`config.mk`:
```
export PLATFORM = sky130hd
export DESIGN_NAME = bf_pass_sequencer
export DESIGN_NICKNAME = d
export VERILOG_FILES = /design/src/rtl/bf_pkg.sv /design/src/rtl/bf_init_writer.sv /design/src/rtl/bf_pass_sequencer.sv
export SDC_FILE = /design/constraint.sdc
export NUM_CORES = 1
export LEC_CHECK = 0
export CAP_MARGIN = 20
export CORE_AREA = 2 2 85 87
export DETAILED_ROUTE_END_ITERATION = 12
export DIE_AREA = 0 0 87 89
export PLACE_DENSITY = 0.88
export SETUP_SLACK_MARGIN = 0.4
export SKIP_CTS_REPAIR_TIMING = 1
export SYNTH_ARGS = -nofsm -noshare
export SYNTH_HDL_FRONTEND = slang
export SYNTH_HIERARCHICAL = 1
export SYNTH_SLANG_ARGS = --single-unit
```
`constraint.sdc`:
```
create_clock -name clock -period 3.3 [get_ports clock]
set_input_delay 0.66 -clock clock [delete_from_list [all_inputs] [get_ports clock]]
set_output_delay 0.66 -clock clock [all_outputs]
set_load 0.01 [all_outputs]
```
`src/rtl/bf_pkg.sv`:
```
`default_nettype none
// ============================================================================
// Package     : bf_pkg
// Description : Shared types and constants for the Bellman-Ford engine:
//               sequencer state enum, unreachable-distance value, Input
//               Memory header addresses and the width constants shared by
//               the sequencer, the edge-relaxation datapath and the memories.
// Revision    : 1.0 - initial release
// ============================================================================
package bf_pkg;

    localparam int BF_ADDR_W = 13;      // memory address width
    localparam int BF_DIST_W = 16;      // distance word width
    localparam int BF_NODE_W = 8;       // node index / count width

    localparam logic [BF_DIST_W-1:0] BF_INF      = 16'hFFFF;
    localparam logic [BF_ADDR_W-1:0] BF_SRC_ADDR = 13'd0;
    localparam logic [BF_ADDR_W-1:0] BF_CNT_ADDR = 13'd1;

    typedef enum logic [3:0] {
        ST_IDLE      = 4'd0,
        ST_RD_SRC    = 4'd1,
        ST_RD_CNT    = 4'd2,
        ST_INIT      = 4'd3,
        ST_PASS_REQ  = 4'd4,
        ST_PASS_WAIT = 4'd5,
        ST_CHK_REQ   = 4'd6,
        ST_CHK_WAIT  = 4'd7,
        ST_DONE      = 4'd8,
        ST_NEG       = 4'd9
    } bf_state_e;

endpackage : bf_pkg
`default_nettype wire

```
`src/rtl/bf_init_writer.sv`:
```
`default_nettype none
// ============================================================================
// Module      : bf_init_writer
// Description : Distance-array initialiser. While go is high it emits one
//               Output Memory write per cycle for i = 0 .. node_count-1,
//               writing 0 at the source index and INF everywhere else.
//               done is high during the cycle of the last write.
// Ports       : clock, reset (async, active-low)
//               go          - in : held high for the whole INIT phase
//               node_count  - in : N (non-zero whenever go is high)
//               source_node - in : source index
//               we/waddr/wdata - out: Output Memory write port (0 when idle)
//               done        - out: last-write indicator
// Revision    : 1.0 - initial release
// ============================================================================
module bf_init_writer
    import bf_pkg::*;
#(
    parameter int                 ADDR_W = BF_ADDR_W,
    parameter int                 DIST_W = BF_DIST_W,
    parameter int                 NODE_W = BF_NODE_W,
    parameter logic [DIST_W-1:0]  INF    = BF_INF
) (
    input  logic              clock,
    input  logic              reset,
    input  logic              go,
    input  logic [NODE_W-1:0] node_count,
    input  logic [NODE_W-1:0] source_node,
    output logic              we,
    output logic [ADDR_W-1:0] waddr,
    output logic [DIST_W-1:0] wdata,
    output logic              done
);

    logic [NODE_W-1:0] r_idx;
    logic              w_last;

    assign w_last = (r_idx == node_count - NODE_W'(1));

    // Counter parks at 0 whenever go is low so every INIT phase starts at i=0.
    always_ff @(posedge clock or negedge reset) begin
        if (!reset) begin
            r_idx <= '0;
        end else if (go && !w_last) begin
            r_idx <= r_idx + NODE_W'(1);
        end else begin
            r_idx <= '0;
        end
    end

    // Address/data are forced to 0 outside INIT so the port idles at its
    // reset value.
    always_comb begin
        we    = go;
        waddr = '0;
        wdata = '0;
        done  = go && w_last;
        if (go) begin
            waddr = ADDR_W'(r_idx);
            wdata = (r_idx == source_node) ? '0 : INF;
        end
    end

endmodule : bf_init_writer
`default_nettype wire

```
`src/rtl/bf_pass_sequencer.sv`:
```
`default_nettype none
// ============================================================================
// Module      : bf_pass_sequencer
// Description : Bellman-Ford pass controller. Reads source and N from Input
//               Memory, initialises the distance array, launches N-1
//               relaxation passes plus one detection pass on the datapath and
//               reports Finish or NegCycle.
// Ports       : clock, reset (async, active-low), start
//               IMAR/IMDR          - Input Memory combinational read
//               OMWAR/OMWDR/OMWE   - Output Memory synchronous write
//               pass_start/pass_check/pass_index - pass launch to datapath
//               pass_done/pass_changed           - pass completion from datapath
//               node_count/source_node           - latched N and source
//               busy, Finish, NegCycle           - status
// Config      : BF_EARLY_EXIT_EN - when defined, a relaxation pass that
//               changes nothing ends the run with Finish immediately.
// Revision    : 1.0 - initial release
// ============================================================================
module bf_pass_sequencer
    import bf_pkg::*;
#(
    parameter int                 ADDR_W   = BF_ADDR_W,
    parameter int                 DIST_W   = BF_DIST_W,
    parameter int                 NODE_W   = BF_NODE_W,
    parameter logic [DIST_W-1:0]  INF      = BF_INF,
    parameter logic [ADDR_W-1:0]  SRC_ADDR = BF_SRC_ADDR,
    parameter logic [ADDR_W-1:0]  CNT_ADDR = BF_CNT_ADDR
) (
    input  logic              clock,
    input  logic              reset,
    input  logic              start,
    output logic [ADDR_W-1:0] IMAR,
    input  logic [NODE_W-1:0] IMDR,
    output logic [ADDR_W-1:0] OMWAR,
    output logic [DIST_W-1:0] OMWDR,
    output logic              OMWE,
    output logic              pass_start,
    output logic              pass_check,
    output logic [NODE_W-1:0] pass_index,
    input  logic              pass_done,
    input  logic              pass_changed,
    output logic [NODE_W-1:0] node_count,
    output logic [NODE_W-1:0] source_node,
    output logic              busy,
    output logic              Finish,
    output logic              NegCycle
);

    bf_state_e         r_state;
    bf_state_e         w_next;
    logic [NODE_W-1:0] r_source;
    logic [NODE_W-1:0] r_count;
    logic [NODE_W-1:0] r_pass_index;
    logic              r_done_q;
    logic              w_accept;
    logic              w_init_go;
    logic              w_init_done;
    logic              w_last_pass;

    assign w_accept    = start && (r_state == ST_IDLE || r_state == ST_DONE ||
                                   r_state == ST_NEG);
    assign w_init_go   = (r_state == ST_INIT);
    assign w_last_pass = (r_pass_index == r_count - NODE_W'(1));

    bf_init_writer #(
        .ADDR_W (ADDR_W),
        .DIST_W (DIST_W),
        .NODE_W (NODE_W),
        .INF    (INF)
    ) u_init_writer (
        .clock       (clock),
        .reset       (reset),
        .go          (w_init_go),
        .node_count  (r_count),
        .source_node (r_source),
        .we          (OMWE),
        .waddr       (OMWAR),
        .wdata       (OMWDR),
        .done        (w_init_done)
    );

    always_ff @(posedge clock or negedge reset) begin
        if (!reset) begin
            r_state      <= ST_IDLE;
            r_source     <= '0;
            r_count      <= '0;
            r_pass_index <= '0;
            r_done_q     <= 1'b0;
        end else begin
            r_state <= w_next;
            if (r_state == ST_RD_SRC) begin
                r_source <= IMDR;
            end
            if (r_state == ST_RD_CNT) begin
                r_count <= IMDR;
            end
            // Index is bumped on entry to PASS_REQ so it is already valid
            // while pass_start is high; it never passes N-1.
            if (w_accept) begin
                r_pass_index <= '0;
            end else if (w_next == ST_PASS_REQ && !w_last_pass) begin
                r_pass_index <= r_pass_index + NODE_W'(1);
            end
            // A non-terminal pass_done is held for one cycle before the next
            // request, keeping two cycles between pass_done and pass_start.
            r_done_q <= (r_state == ST_PASS_WAIT) && (w_next == ST_PASS_WAIT) &&
                        pass_done;
        end
    end

    always_comb begin
        w_next = r_state;
        unique case (r_state)
            ST_IDLE: begin
                if (w_accept) w_next = ST_RD_SRC;
            end
            ST_RD_SRC: begin
                w_next = ST_RD_CNT;
            end
            ST_RD_CNT: begin
                w_next = (IMDR == '0) ? ST_DONE : ST_INIT;
            end
            ST_INIT: begin
                if (w_init_done) begin
                    if (r_source >= r_count || r_count == NODE_W'(1)) begin
                        w_next = ST_DONE;
                    end else begin
                        w_next = ST_PASS_REQ;
                    end
                end
            end
            ST_PASS_REQ: begin
                w_next = ST_PASS_WAIT;
            end
            ST_PASS_WAIT: begin
                if (r_done_q) begin
                    w_next = w_last_pass ? ST_CHK_REQ : ST_PASS_REQ;
                end
`ifdef BF_EARLY_EXIT_EN
                else if (pass_done && !pass_changed) begin
                    w_next = ST_DONE;
                end
`endif
            end
            ST_CHK_REQ: begin
                w_next = ST_CHK_WAIT;
            end
            ST_CHK_WAIT: begin
                if (pass_done) w_next = pass_changed ? ST_NEG : ST_DONE;
            end
            ST_DONE, ST_NEG: begin
                if (w_accept) w_next = ST_RD_SRC;
            end
            default: begin
                w_next = ST_IDLE;
            end
        endcase
    end

    always_comb begin
        IMAR        = (r_state == ST_RD_CNT) ? CNT_ADDR : SRC_ADDR;
        pass_start  = (r_state == ST_PASS_REQ) || (r_state == ST_CHK_REQ);
        pass_check  = (r_state == ST_CHK_REQ);
        pass_index  = r_pass_index;
        node_count  = r_count;
        source_node = r_source;
        busy        = !(r_state == ST_IDLE || r_state == ST_DONE || r_state == ST_NEG);
        Finish      = (r_state == ST_DONE);
        NegCycle    = (r_state == ST_NEG);
    end

endmodule : bf_pass_sequencer
`default_nettype wire

```
After elaboration in Yosys (flattened, before gate mapping)
Index checks and enable logic that the tools add are counted.
{"block": "word_totals", "ff_bits": 37, "inputBits": 13, "out_inout_bits": 72, "wordCells": 58}
{"block": "classes", "add_sub_neg": 3, "magnitude_cmp": 1, "n_eq_ne": 15, "n_mux": 16, "n_reduce_logical": 17}
{"op": "16-bit two-way mux", "n": 2}
{"op": "8-bit two-way mux", "n": 4}
{"op": "4-bit one-hot mux with 8 select lines", "n": 1}
{"op": "4-bit by 3-bit equality test with 1-bit output, second input constant", "n": 6}
{"op": "8-bit equality test", "n": 3}
{"op": "4-bit two-way mux", "n": 6}
{"op": "8-bit by 1-bit adder with 8-bit output, second input constant", "n": 2}
{"op": "4-bit by 2-bit equality test with 1-bit output, second input constant", "n": 2}
{"op": "4-bit equality test, second input constant", "n": 2}
{"op": "8-bit by 1-bit equality test with 1-bit output, second input constant", "n": 1}
{"op": "8-bit >= comparator", "n": 1}
{"op": "8-bit zero test", "n": 1}
{"op": "8-bit by 1-bit subtractor with 8-bit output, second input constant", "n": 1}
{"op": "1-bit logical AND", "n": 6}
{"op": "4-bit by 1-bit equality test with 1-bit output, second input constant", "n": 1}
{"op": "4-bit zero test", "n": 1}
{"op": "1-bit logical OR", "n": 4}
{"op": "1-bit zero test", "n": 3}
{"op": "3-bit OR reduction", "n": 1}
{"op": "1-bit two-way mux", "n": 2}
{"op": "2-bit two-way mux", "n": 1}
{"op": "2-bit nonzero test", "n": 1}

Longest topological paths before layout
Gate-level depths: netlist of run 1.
{"block": "logic_depth", "word_depth": 10, "mapped_depth": 14, "mapped_depth_nobuf": 13}

By module
Netlist of run 1, hierarchy kept.
{"mod": "bf_pass_sequencer", "instances": 1, "cells_each": 212, "area_each_um2": 1945.6, "seq_area_each_um2": 725.7}
{"mod": "bf_init_writer", "instances": 1, "cells_each": 124, "area_each_um2": 1006.0, "seq_area_each_um2": 200.2}

Worst setup path after synthesis of run 1
Ideal clock, no wire load.
{"block": "synth_timing", "path_kind": "reg2reg", "start": "reg r_count[0] (netlist: node_count[0])", "end": "reg r_pass_index[7] (netlist: pass_index[7])", "setup_ps": 77, "arrival_ps": 3213, "required_time_ps": 3223, "path_slack_ps": 10, "path_stages_with_launch": 13, "path_buffers": 0, "synth_period_minus_slack_ps": 3290, "path_cell_list": "dfrtp_1 > inv_1 > ha_1 > xor2_1 > nand3_1 > a2111oi_4 > and3_1 > a21oi_1 > a22o_1 > nor3_2 > o2111ai_2 > or4_1 > a21oi_1"}
{"block": "synth_via", "elab_chain_cells": 8, "word_cells_on_any_way": 16, "cone_classes": "add/sub (1); order compare (1); eq/ne (4); mux (5); reduce/logical (5)"}
{"element": "start: declaration", "line_no": "bf_pass_sequencer.sv:52", "text": "logic [NODE_W-1:0] r_count;"}
{"element": "start signal: assignment", "line_no": "bf_pass_sequencer.sv:86", "text": "r_count <= '0;"}
{"element": "start signal: assignment", "line_no": "bf_pass_sequencer.sv:95", "text": "r_count <= IMDR;"}
{"element": "8-bit by 1-bit subtractor with 8-bit output", "line_no": "bf_init_writer.sv:38", "text": "assign w_last = (r_idx == node_count - NODE_W'(1));"}
{"element": "8-bit equality test", "line_no": "bf_init_writer.sv:38"}
{"element": "1-bit logical AND", "line_no": "bf_init_writer.sv:57", "text": "done = go && w_last;"}
{"element": "named net w_init_done", "line_no": "bf_pass_sequencer.sv:57", "text": "logic w_init_done;"}
{"element": "4-bit two-way mux", "line_no": "bf_pass_sequencer.sv:124", "text": "if (w_init_done) begin"}
{"element": "4-bit one-hot mux with 8 select lines", "line_no": "bf_pass_sequencer.sv:113", "text": "unique case (r_state)"}
{"element": "4-bit by 3-bit equality test with 1-bit output", "line_no": "bf_pass_sequencer.sv:101", "text": "end else if (w_next == ST_PASS_REQ && !w_last_pass) begin"}
{"element": "1-bit logical AND", "line_no": "bf_pass_sequencer.sv:101"}
{"element": "2-bit nonzero test (no source line)"}
{"element": "end signal: assignment", "line_no": "bf_pass_sequencer.sv:102", "text": "r_pass_index <= r_pass_index + NODE_W'(1);"}
{"element": "end: declaration", "line_no": "bf_pass_sequencer.sv:53", "text": "logic [NODE_W-1:0] r_pass_index;"}
The timed path passes the listed nets, and every way through them passes these cells.
A chain may end at the register's enable or synchronous reset.

Worst setup path in the final report of run 1
{"block": "layout_timing", "start": "reg r_count[1] (netlist: node_count[1])", "end": "reg r_pass_index[3] (netlist: pass_index[3])"}
Same word-level chain as after synthesis.

==> results by group, run 1 <==
Logic synthesis
  – Seq/Total Area, Yosys: 0.3137
  – Yosys top cell area share: 0.3137
  – Seq cells post-synth: 37
  – Top FF cell, synth: dfrtp_1
  – Synthesized instance count: 336
  – Most area-consuming cells after synthesis: dfrtp_1, buf_4, ha_1
  – Synth Warn #: 6
  – Cell Area, Synth: 0.002952 sq mm
  – Syn Area/Cell: 8.784 sq um
  – Synth async-reset ratio: 1.000
  – Post-synth top area cell: dfrtp_1
  – EDFF count, synth: 0
  – Unique cell type count in the Yosys netlist: 55

Worst setup path
  – CP Launch Type: register
  – Critical R2R Capture: pass_index[3]
  – Path depth of the worst reg2reg path: 13
  – Kind of critical path: reg2reg
  – Reg2reg start: node_count[1]
  – CP arrival: 3.30 ns
  – Crit. End Element: register
  – R2r setup slk: 0.17 ns
  – Worst path required time: 3.48 ns
  – CP endpoint: pass_index[3]
  – Critical Path Source: node_count[1]
  – Crit Path Max Fanout: 8

Final layout
  – FF+latch area: 932.1 sq um
  – Layout cell share with drive strength beyond 1: 0.1733
  – Syn-to-layout area delta: 30.35%
  – Area taken by multi-input logic gates: 0.001787 sq mm
  – Final Cell Area: 0.003847 sq mm
  – Final #Nets: 429
  – Number of diodes: 0
  – Fillers: 517

Clocking
  – Maximum level of the CTS H-tree: 2
  – Root Driver: clkbuf_8
  – Reg clk slew, reported paths: 0.08 ns
  – Latest clock arrival within the worst-skew pair: 0.30 ns
  – TritonCTS clock tree: yes
  – TritonCTS buffer count: 5
  – Clock Sink Count: 37
  – Clock Tree Buf Depth: 2

Job
  – Max_cap viols: 0

Pwr
  – PD cells: 889.9 mW/mm^2
  – Sw power: 0.001558 W
  – Clock share of power: 0.093
  – Cell internal pwr: 0.001866 W
  – Combinational share of power: 0.643
  – Net Sw Frac: 0.4550
  – Sequential share of power: 0.264
  – Peak VDD IR: 0.5332 mV
  – Leak pwr: 1.657 nW

Timing
  – Max-slew violations: 0
  – RSZ-0062 raised after global routing: yes
  – Slew @ Worst Pin: 0.6721 ns
  – Fmax achieved: 0.3199 GHz
  – Final Hold Slack: 0.5466 ns
  – Endpoints failing setup: 0
  – Final worst-path cycle share: 0.9472
  – Clk_skew: 0.008377 ns
  – Final Critical Period: 3.126 ns
  – Final hold vios: 0
  – Slew headroom: 0.5478

GRT
  – Largest net degree at the start of global routing: 38
  – GRT overflow: 0
  – GRT Overall Usage: 0.1905
  – Vias in the first global route: 2462
  – First-pass GRT wire length: 11.61 mm
  – Initial antenna violation count: 0

Floorplan
  – CORE AREA: 0.006719 sq mm
  – Row count: 30
  – I/O pin total: 85
  – Die Area: 0.007743 sq mm
  – Initial Util: 0.4393
  – Die Wd: 87 um
  – Die H: 89 um

Placed design
  – Routability cong.: 0.8360
  – # port buffers: 67
  – Post-DP HPWL: 5.542 mm
  – Dpl cell area: 0.003542 sq mm

Drt
  – Detailed-route via count: 2773
  – WL per Instance: 16.60 um
  – DRT Pass-1 Iters: 5
  – Antenna-violating nets left: 0
  – Initial DRC count: 292
  – DRC: 0
  – Routed wire length: 8.036 mm
  – Vias/cell: 5.729

Worst hold path
  – Hold Path Class: reg2reg

Status
  – Status: completed
## cells in the final DEF (no fill, tap or decap), drive strengths merged, types with 3 or more instances in the layout
cell	count
a21oi	19
and2	8
and3	4
buf	24
clkbuf	5
clkdlybuf4s50	67
conb	17
dfrtp	37
ha	13
inv	19
mux2	7
nand2	32
nand2b	6
nand3	14
nand4	5
nor2	12
nor2b	3
nor3	14
nor4	9
o211ai	3
o21ai	10
o31a	3
o31ai	5
xnor2	13
xor2	18
## layout make-up
type / count / share of cell area
multi-input cells: 248 / 0.4644
flip-flops and latches: 37 / 0.2423
repair buffers: 92 / 0.2263
well taps: 80 / 0.02602
inverters: 19 / 0.01854
clock buffers: 5 / 0.01789
clock inverters: 3 / 0.004553
## through the flow
step | util | setup slack (ns) | TNS [ns] | std cells | total power, W
after floorplan | - | 0.2652 | 0 | 351 | 0.002160
after global placement | 0.5272 | 0.2731 | 0 | 459 | 0.002769
after detailed placement | 0.5272 | 0.01199 | 0 | 459 | 0.002850
after CTS | 0.5400 | -0.01685 | -0.01685 | 467 | 0.003174
after global routing | 0.5726 | 0.05818 | 0 | 484 | 0.003634
final | 0.5726 | 0.1744 | 0 | 484 | 0.003424
## synth_stat cells, drive strengths merged, types with 3 or more instances
cell and n:
nand3 14, o21ai 10, nand2 32, buf 39
o211ai 3, o31ai 5, nor2b 3, nor3 14
inv 19, and3 4, nand4 5, o31a 3
nand2b 6, nor2 12, clkbuf 8, dfrtp 37
xnor2 13, a21oi 19, mux2 7, and2 8
ha 13, nor4 9, xor2 18
## power by group through the flow
stage	Sequential (W)	Combinational [W]	Clock, W
5_1_grt	0.000926	0.00237	0.000341
3_3_place_gp	0.000911	0.00186	0
6_report	0.000902	0.00220	0.000319
3_5_place_dp	0.000926	0.00192	0
4_1_cts	0.000919	0.00194	0.000320
2_1_floorplan	0.000853	0.00131	0
## routing by layer
metal	track usage	vias to the layer above	part of all wire
li1	-	1260	-
met2	0.3151	158	0.50
met5	0	-	0
met1	0.2464	1329	0.40
met3	0.03878	26	0.078
met4	0.07244	0	0.025
## how the worst min path moves through the flow
| stage | startpoint | end | slack [ns] | depth (start not counted) |
|---|---|---|---|---|
| after detailed placement | r_done_q | r_state[1] | 0.54 | 2 |
| final | r_done_q | r_state[1] | 0.55 | 2 |
| after global placement | r_done_q | r_state[1] | 0.52 | 2 |
| after floorplan | reset | node_count[0] | 0.36 | 0 |
| after global routing | r_done_q | r_state[1] | 0.56 | 2 |
| after CTS | r_done_q | r_state[1] | 0.55 | 2 |
## state kept, by name, summed over array words and instances (netlist names)
signal and cells:
source_node 8, node_count 8, r_state 4, r_done_q 1, pass_index 8, u_init_writer/r_idx 8
## critical path, cell delays in order (launching register included)
cell and delay [ns]:
dfrtp_2 0.43, inv_1 0.10, ha_4 0.27, xor2_1 0.15, nand3_1 0.13, a2111oi_4 0.38
and3_4 0.27, a21oi_2 0.07, a22o_1 0.24, nor3_4 0.25, o2111ai_4 0.19, buf_6 0.19
o211ai_1 0.22, o31ai_2 0.11
## cell families after synthesis
logic type,count (synthesis),share of synthesized area
mux,9,0.03349
xor+xnor,31,0.09199
flops,37,0.3137
other cells,2,0.002544
buf+inv,66,0.1301
compound gates,62,0.1509
fa+ha+maj,13,0.05511
simple gates,116,0.2221
No activity file was read; power rests on OpenSTA's default activity.
==> inputs of run 2 (changes only) <==
Settings changed: PLACE_DENSITY 0.88 to unset, PLACE_DENSITY_LB_ADDON set to 0.1.
==> run 2 against run 1 <==
  * Total power decreased by 2.9%
  * Register-to-register slack improved by 0.11 ns
  * Worst hold slack improved by 0.0081 ns
  * Cell count decreased by 0.21%
  * Count of clock-buffer cells in the layout rose by 2
  * Sequential power decreased by 6.9%
  * Critical path depth is 1 lower
  * Non-clock buffer count stayed put
  * Clock power is 2% higher
  * Via count shrank 8.3%
  * Combinational power decreased by 2%
  * Critical endpoint is now pass_index[7]
==> results by group, run 2 (synthesized netlist as in run 1, its figures left out) <==
Status
  – Status: completed

Pwr
  – Sequential share of power: 0.253 (-0.011)
  – Cell internal pwr: 0.001864 W (-0.10%)
  – Clock share of power: 0.098 (+0.005)
  – Leak pwr: 1.650 nW (-0.45%)
  – PD cells: 862.3 mW/mm^2 (-3.1%)
  – Peak VDD IR: 0.4850 mV (-9.0%)
  – Sw power: 0.001460 W (-6.3%)
  – Net Sw Frac: 0.4393 (-0.01575)
  – Combinational share of power: 0.649 (+0.006)

Worst hold path
  – Hold Path Class: reg2reg
  – Hold Path Origin: r_done_q

Worst setup path
  – R2r setup slk: 0.28 ns (+0.11 ns)
  – Crit Path Max Fanout: 7 (-1)
  – Crit. End Element: register
  – Reg2reg start: node_count[0]
  – CP Launch Type: register
  – Kind of critical path: reg2reg
  – Critical R2R Capture: pass_index[7]
  – Path depth of the worst reg2reg path: 12 (-1)
  – Worst path required time: 3.53 ns (+0.05 ns)
  – CP arrival: 3.24 ns (-0.06 ns)
  – CP endpoint: pass_index[7]
  – Critical Path Source: node_count[0]

Drt
  – Detailed-route via count: 2544 (-8.3%)
  – Vias/cell: 5.267 (-8.1%)
  – Antenna-violating nets left: 0 (unchanged)
  – Initial DRC count: 100 (-66%)
  – WL per Instance: 15.21 um (-8.4%)
  – DRC: 0 (unchanged)
  – Routed wire length: 7.347 mm (-8.6%)
  – DRT Pass-1 Iters: 4 (-1)

Placed design
  – Post-DP HPWL: 5.448 mm (-1.7%)
  – Routability cong.: 0.9004 (+7.7%)
  – # port buffers: 67 (unchanged)
  – Placed cell count: 468 (+2.0%)

GRT
  – Met3 Track Usage GR: 0.03601 (-0.002770)
  – First-pass GRT wire length: 11.59 mm (-0.23%)
  – GR met2 Demand/Resource: 0.2824 (-0.03262)
  – Vias in the first global route: 2283 (-7.3%)
  – GRT overflow: 0 (unchanged)
  – Global-route met1 utilization: 0.2824 (+0.03603)
  – GRT Overall Usage: 0.1915 (+0.0009851)
  – Largest net degree at the start of global routing: 38 (unchanged)
  – GRT busiest layer: met2
  – Initial antenna violation count: 0 (unchanged)

Timing
  – Max-slew violations: 0 (unchanged)
  – Final Critical Period: 3.015 ns (-0.1103 ns)
  – Final worst-path cycle share: 0.9137 (-0.03341)
  – Total negative setup slack: 0 ns (unchanged)
  – Clk_skew: 0.005515 ns (-0.002862 ns)
  – RSZ-0062 raised after global routing: yes
  – Endpoints failing setup: 0 (unchanged)
  – Fmax achieved: 0.3316 GHz (+3.7%)
  – Final hold vios: 0 (unchanged)

Clocking
  – TritonCTS clock tree: yes
  – Reg clk slew, reported paths: 0.07 ns (about the same)
  – Clock Sink Count: 37 (unchanged)
  – Root Driver: clkbuf_8
  – Maximum level of the CTS H-tree: 2 (unchanged)
  – Clock Tree Buf Depth: 2 (unchanged)
  – TritonCTS buffer count: 5 (unchanged)
  – Latest clock arrival within the worst-skew pair: 0.29 ns (about the same)

Floorplan
  – I/O pin total: 85 (unchanged)
  – CORE AREA: 0.006719 sq mm (unchanged)
  – Initial Util: 0.4393 (unchanged)
  – Row count: 30 (unchanged)
  – Die Wd: 87 um (unchanged)
  – Die H: 89 um (unchanged)
  – Die Area: 0.007743 sq mm (unchanged)

Job
  – Max_cap viols: 0 (unchanged)

Final layout
  – Most common cell after layout, fill and taps aside: clkdlybuf4s50_1
  – Syn-to-layout area delta: 30.61%
  – Final #Nets: 429 (unchanged)
  – Most frequent cells in the layout: clkdlybuf4s50_1, nand2_1, dfrtp_1
  – Number of diodes: 0 (unchanged)
  – Layout cell share with drive strength beyond 1: 0.1762 (+0.002911)
  – Non-Filler Instances: 483 (-0.21%)
[run 2: cell type report]
cell class	instances	area, sq um
clock buffer	7	86.33
fill	606	2864
inverter	19	71.32
multi-input combinational	248	1795
sequential	37	932.1
tap	80	100.1
timing repair buffer	92	869.6
[run 2: how the worst min path moves through the flow]
stage	end	slack, ns	cells past startpoint
2_1_floorplan	node_count[0]	0.36	0
3_3_place_gp	r_state[1]	0.54	2
3_5_place_dp	r_state[1]	0.54	2
4_1_cts	r_state[1]	0.55	2
5_1_grt	r_state[1]	0.58	2
6_report	r_state[1]	0.55	2
[run 2: metal layers]
layer	share of wire	routed length [um]
met5	0	0
met4	0.012	89
met3	0.053	386
met2	0.44	3250
met1	0.49	3621
[run 2: worst max-delay path, cell delays in order (launching register included)]
cell and delay, ns:
dfrtp_2 0.43, inv_2 0.07, ha_4 0.27, xor2_1 0.13, nand3_1 0.12, a2111oi_4 0.33, and3_4 0.25, a21oi_2 0.05
a22o_1 0.24, nor3_4 0.25, o2111ai_4 0.21, or4_4 0.46, a21oi_2 0.13
[run 2: per-stage QoR]
| step | hold WS, ns | instance area (sq um) | utilization | total power, W | setup WS, ns |
|---|---|---|---|---|---|
| after floorplan | 0.3644 | 3019 | - | 0.002160 | 0.2652 |
| after global placement | 0.5377 | 3610 | 0.5372 | 0.002883 | 0.2324 |
| after detailed placement | 0.5401 | 3610 | 0.5372 | 0.002893 | 0.05584 |
| after CTS | 0.5503 | 3696 | 0.5501 | 0.003230 | 0.05551 |
| after global routing | 0.5761 | 3855 | 0.5737 | 0.003596 | 0.1179 |
| final | 0.5547 | 3855 | 0.5737 | 0.003324 | 0.2846 |
[run 2: power by group through the flow]
stage | clock network, W | logic [W] | registers, W
final | 0.000326 | 0.00216 | 0.000840
after global routing | 0.000355 | 0.00237 | 0.000866
after global placement | 0 | 0.00203 | 0.000857
after detailed placement | 0 | 0.00204 | 0.000853
after CTS | 0.000335 | 0.00205 | 0.000845
after floorplan | 0 | 0.00131 | 0.000853
